File: config.mk
export PLATFORM = sky130hd
export DESIGN_NAME = snap_val_capture_ctrl
export DESIGN_NICKNAME = d
export VERILOG_FILES = /design/src/rtl/snap_val_capture_ctrl.sv
export SDC_FILE = /design/constraint.sdc
export NUM_CORES = 1
export LEC_CHECK = 0
export ABC_AREA = 1
export BUFFER_PORTS_ARGS = -buffer_cell sky130_fd_sc_hd__buf_4
export CAP_MARGIN = 20
export CORE_ASPECT_RATIO = 0.8
export CORE_MARGIN = 2
export CORE_UTILIZATION = 48
export CTS_CLUSTER_DIAMETER = 80
export DETAILED_ROUTE_END_ITERATION = 8
export GPL_TIMING_DRIVEN = 0
export PLACE_DENSITY = 0.77
export SYNTH_ARGS = -nofsm -noshare
export SYNTH_HDL_FRONTEND = slang
export SYNTH_SLANG_ARGS = --single-unit
export TNS_END_PERCENT = 1
File: constraint.sdc
create_clock -name user_clk -period 2.6 [get_ports user_clk]
set_clock_uncertainty 0.15 [all_clocks]
set_input_delay 0.26 -clock user_clk [delete_from_list [all_inputs] [get_ports user_clk]]
set_output_delay 0.26 -clock user_clk [all_outputs]
set_load 0.02 [all_outputs]
File: src/rtl/snap_val_capture_ctrl.sv
// snap_val_capture_ctrl
// Single-word snapshot sequencer for a simulink2ppc readback register.
// Software arms the block, a software or external trigger starts a skip window of
// `delay` valid samples, and the next qualifying valid sample is latched into snap_out.
//
// Ports:
//   user_clk, user_rst_n    sole clock; asynchronous active-low reset
//   ctrl_arm                arm request level (rising edge acts)
//   ctrl_abort              level; forces IDLE while high
//   sw_trig, ext_trig       trigger levels (rising edge acts)
//   trig_sel                0 selects sw_trig, 1 selects ext_trig
//   delay                   valid samples to skip, sampled at the trigger
//   din, din_valid          sample stream and qualifier
//   snap_out                captured word
//   status                  {state, done, missed, zero pad, capture_count}
//   capture_pulse           one-cycle strobe when snap_out updates
module snap_val_capture_ctrl #(
  parameter int unsigned DATA_WIDTH  = 32,
  parameter int unsigned DELAY_WIDTH = 16,
  parameter int unsigned COUNT_WIDTH = 16
) (
  input  logic                   user_clk,
  input  logic                   user_rst_n,
  input  logic                   ctrl_arm,
  input  logic                   ctrl_abort,
  input  logic                   sw_trig,
  input  logic                   ext_trig,
  input  logic                   trig_sel,
  input  logic [DELAY_WIDTH-1:0] delay,
  input  logic [DATA_WIDTH-1:0]  din,
  input  logic                   din_valid,
  output logic [DATA_WIDTH-1:0]  snap_out,
  output logic [31:0]            status,
  output logic                   capture_pulse
);

  typedef enum logic [1:0] {
    StIdle  = 2'd0,
    StArmed = 2'd1,
    StDelay = 2'd2,
    StDone  = 2'd3
  } state_e;

  localparam logic [DELAY_WIDTH-1:0] DelayOne = DELAY_WIDTH'(1);
  localparam logic [COUNT_WIDTH-1:0] CountOne = COUNT_WIDTH'(1);

  state_e                 state_q, state_d;
  logic [DELAY_WIDTH-1:0] cnt_q, cnt_d;
  logic [DATA_WIDTH-1:0]  snap_q, snap_d;
  logic [COUNT_WIDTH-1:0] count_q, count_d;
  logic                   done_q, done_d;
  logic                   missed_q, missed_d;
  logic                   pulse_q;
  logic                   arm_q, sw_q, ext_q;

  logic                   arm_rise, sw_rise, ext_rise, trig;
  logic                   capture;
  logic                   in_window;
  logic [DELAY_WIDTH-1:0] win_cnt;
  logic [27:0]            count_ext;

  assign arm_rise = ctrl_arm & ~arm_q;
  assign sw_rise  = sw_trig & ~sw_q;
  assign ext_rise = ext_trig & ~ext_q;
  assign trig     = trig_sel ? ext_rise : sw_rise;

  always_comb begin
    state_d   = state_q;
    cnt_d     = cnt_q;
    done_d    = done_q;
    missed_d  = missed_q;
    snap_d    = snap_q;
    count_d   = count_q;
    capture   = 1'b0;
    in_window = 1'b0;
    win_cnt   = cnt_q;

    if (ctrl_abort) begin
      // Abort wins over arm, trigger and any capture due this cycle.
      state_d = StIdle;
    end else begin
      case (state_q)
        StIdle, StDone: begin
          if (arm_rise) begin
            state_d  = StArmed;
            done_d   = 1'b0;
            missed_d = 1'b0;
          end
        end
        StArmed: begin
          if (trig) begin
            // The trigger cycle counts as the first window cycle, using the fresh delay.
            state_d   = StDelay;
            in_window = 1'b1;
            win_cnt   = delay;
          end
        end
        StDelay: begin
          in_window = 1'b1;
          if (trig) begin
            missed_d = 1'b1;
          end
        end
        default: state_d = StIdle;
      endcase
    end

    if (in_window) begin
      cnt_d = win_cnt;
      if (din_valid) begin
        if (win_cnt == '0) begin
          capture = 1'b1;
        end else begin
          cnt_d = win_cnt - DelayOne;
        end
      end
    end

    if (capture) begin
      state_d = StDone;
      done_d  = 1'b1;
      snap_d  = din;
      if (count_q != '1) begin
        count_d = count_q + CountOne;
      end
    end
  end

  always_ff @(posedge user_clk or negedge user_rst_n) begin
    if (!user_rst_n) begin
      state_q  <= StIdle;
      cnt_q    <= '0;
      snap_q   <= '0;
      count_q  <= '0;
      done_q   <= 1'b0;
      missed_q <= 1'b0;
      pulse_q  <= 1'b0;
      arm_q    <= 1'b0;
      sw_q     <= 1'b0;
      ext_q    <= 1'b0;
    end else begin
      state_q  <= state_d;
      cnt_q    <= cnt_d;
      snap_q   <= snap_d;
      count_q  <= count_d;
      done_q   <= done_d;
      missed_q <= missed_d;
      pulse_q  <= capture;
      arm_q    <= ctrl_arm;
      sw_q     <= sw_trig;
      ext_q    <= ext_trig;
    end
  end

  // The count field is zero-padded so status stays 32 bits for any legal COUNT_WIDTH.
  assign count_ext     = 28'(count_q);
  assign snap_out      = snap_q;
  assign capture_pulse = pulse_q;
  assign status        = {state_q, done_q, missed_q, count_ext};

endmodule

==> impl_metrics.tcl <==
set metrics [dict create \
    status "finished, violations left" \
    violations "negative setup slack" \
    numClockSinks 72 \
    clk_pin_slew_ns 0.06 \
    r2r_setup_slack_ns -0.03 \
    cp-end-kind "register" \
    die_h_um 90.8 \
    cts_max_level 3 \
    syn-cell-area_um2 4520 \
    drv_slew 0 \
    ant_nets 0 \
    cts_buffers 9 \
    worstPathArrival_ns 2.70 \
    grt_max_degree 73 \
    cts_tree "yes" \
    rsz0062_at_grt "yes" \
    coreArea_um2 9110 \
    drtPass1Iterations 5 \
    startpoint_type "register" \
    worstReg2RegStart "state_q[1]$_DFFE_PN0P_" \
    syn_area_per_cell_um2 7.26 \
    ir_drop_mv 0.618 \
    rows 31 \
    maxSlewHeadroom 0.378 \
    n_fill_cell 709 \
    path_buf_inv 7 \
    port_buffers 107 \
    io_pins 121 \
    postSynthRegisterBits 72 \
    num_vias 4841 \
    grt_pass1_vias 4844 \
    antenna_found_initial 0 \
    crit_family "simple AND/OR/NAND/NOR gates" \
    cp_cell_sequence "inv_2 > ha_4 > inv_4 > nor2_4 > nand2_2 > buf_6 > buf_8 > nand2_2 > nand2_4 > inv_6 > ha_4 > nand3_4 > nor2_4 > nand3_4 > buf_8 > buf_8 > nand2_1 > nand2_1" \
    timing.rr.end "snap_out[7]$_DFFE_PN0P_" \
    ff2ff_path_depth 18 \
    track_usage 0.278 \
    final_cells 928 \
    hold_path.class "primary input to register" \
    start_util 0.496 \
    gp_congestion 0.954 \
    dpl.hpwl_mm 8.90 \
    cap_violations 0 \
    drc_errors 0 \
    worst_pin_slew_ns 0.933 \
    powerDensity_nw_per_um2 957 \
    drt-vias-per-instance 5.22 \
    cp-startpoint "state_q[1]$_DFFE_PN0P_" \
    die_w_um 113 \
    wl_per_cell_um 15.4 \
    yosysTopAreaCellShare 0.398 \
    min_period_over_period 1.01 \
    ys_seq_area_frac 0.398 \
    p_leak_nw 3.61 \
    drt_iter0_drc 390 \
    crit_top_cell "buf_8" \
    clockBufferDepth 2 \
    setup_slack_ns -0.0270 \
    fin_crit_ns 2.63 \
    yosysWarnings 0 \
    slowest_delay_ns 0.43 \
    n_antenna_cell 0 \
    hold_end "done_q$_DFFE_PN0P_" \
    synth_cell_types 33 \
    dp.cells 856 \
    hold_depth 3 \
    fmax_mhz 381 \
    setup_viol 14 \
    hold_start "ctrl_abort" \
    hold_viol 0 \
    crit_fanout 10 \
    synthToLayoutAreaGrowth_pct 45.7 \
    seq_area_um2 1800 \
    pre_cts_ws_ns -0.358 \
    yosys-top-cells-area "dfrtp_1 40%, nand2_1 23%, nand3_1 7.1%" \
    die_area_um2 10200 \
    critPathKind "register to register" \
    worstPathRequired_ns 2.67 \
    drt_wl_total_mm 14.3 \
    drive_above_1_share 0.301 \
    globalRouteOverflowTotal 0 \
    synth_cells 623 \
    cts-root-buf "clkbuf_16" \
    insertion_delay_ns 0.33 \
    slowest_stage "dfrtp_2" \
    multi_input_area_um2 2480 \
    yosys.area.top_type "dfrtp_1" \
    grt_pass1_wl_mm 23.0 \
    fin_nets 871 \
]
registers in the layout, summed over array words and instances (netlist names), 2 cells and up:
name and cells:
snap_out 32, count_q 16, cnt_q 16, state_q 2
per-layer routing:
layer  vias up  global-route usage  share of wire
met1      2262               0.353           0.41
met4         0              0.0925          0.026
li1       2305                   -              -
met3        43              0.0658          0.080
met5         -                   0              0
met2       231               0.465           0.48
layout make-up:
type	instances	area share
sequential	72	0.273
inverter	42	0.0251
buffer	37	0.0490
timing repair buffer	163	0.206
clock inverter	6	0.0114
clock buffer	10	0.0362
tap	115	0.0218
multi-input combinational	483	0.377
cell usage after synthesis:
cell	count
nand3_2	6
o21ai_0	10
nor2_2	9
nand4_4	1
a21oi_2	1
nand3_1	64
o21ai_2	1
nand2_2	17
conb_1	1
a31oi_1	2
buf_12	1
nor3_1	3
clkbuf_1	1
nor2_4	1
nand3b_1	12
buf_1	3
inv_2	2
buf_6	9
inv_1	40
nand2_1	273
o31ai_1	1
xnor2_1	7
nor2_1	30
nor4_1	2
nand4_1	10
o21bai_1	1
nor3b_1	1
xor2_1	10
ha_1	7
buf_4	18
buf_2	5
dfrtp_1	72
nor3_4	2
kinds of logic (layout without fill, tap and decap cells):
group	Yosys count	in the layout	synth area share
AOI/OAI and AO/OA	16	16	0.0210
xor gates and xnor gates	17	17	0.0329
adders and majority gates	7	7	0.0194
buffers and inverters	79	258	0.100
DFF	72	72	0.398
other	1	12	0.000829
and+or+nand+nor	431	431	0.427
metrics by stage:
stage | utilization | total power [W] | instance area (um^2) | hold slack, ns | setup TNS, ns
after detailed placement | 0.605 | 0.00439 | 5510 | 0.230 | -15.25
after CTS | 0.706 | 0.00606 | 6440 | 0.0976 | 0
after global placement | 0.605 | 0.00432 | 5510 | 0.229 | -12.57
after floorplan | - | 0.00354 | 4570 | -0.186 | 0
final | 0.723 | 0.00631 | 6590 | 0.103 | -0.125
after global routing | 0.723 | 0.00668 | 6590 | 0.108 | -4.94
worst register-to-register path, stage by stage, from the launching register on:
cell and delay [ns]:
dfrtp_2 0.43, inv_2 0.08, ha_4 0.14, inv_4 0.04, nor2_4 0.10, nand2_2 0.06
buf_6 0.13, buf_8 0.13, nand2_2 0.08, nand2_4 0.07, inv_6 0.08, ha_4 0.16
nand3_4 0.09, nor2_4 0.18, nand3_4 0.14, buf_8 0.18, buf_8 0.14, nand2_1 0.07
nand2_1 0.06
layout by cell type (no fill, tap or decap), types with 6 or more instances in the layout:
cell type,instances
nand3b_1,12
xor2_1,10
xnor2_1,7
dlygate4sd3_1,36
dfrtp_1,71
nor2_1,28
nor2_4,6
buf_4,142
inv_1,37
nand2_2,26
nand3_2,7
nor2_2,6
nand3_1,60
nand4_1,10
nand2_1,259
clkbuf_16,9
o21ai_0,10
conb_1,12
where the power goes:
part           internal [W]  total, W  switching [W]
registers           0.00144   0.00167       0.000227
logic               0.00132   0.00334        0.00202
clock network      0.000785   0.00130       0.000519
total               0.00354   0.00631        0.00277
worst max path at each step:
stage,slack [ns],cells after the start,endpoint
floorplan,0.006,19,cnt_q[13]$_DFFE_PN0P_
global placement,-0.29,18,cnt_q[14]$_DFFE_PN0P_
detailed placement,-0.36,19,cnt_q[14]$_DFFE_PN0P_
CTS,0.01,19,state_q[1]$_DFFE_PN0P_
global route,-0.13,16,snap_out[7]$_DFFE_PN0P_
finish,-0.03,18,snap_out[7]$_DFFE_PN0P_
timing repair:
item | 4_1_cts | 5_1_grt
gates cloned | 1 | 0
pin swaps | 8 | 14
endpoints found under the setup margin | 65 | 66
hold buffers | 36 | 0
hold endpoints to repair | 107 | 0
buffers inserted | 12 | 7
gates resized for setup | 28 | 26
Power figures use the tool's default switching activity.
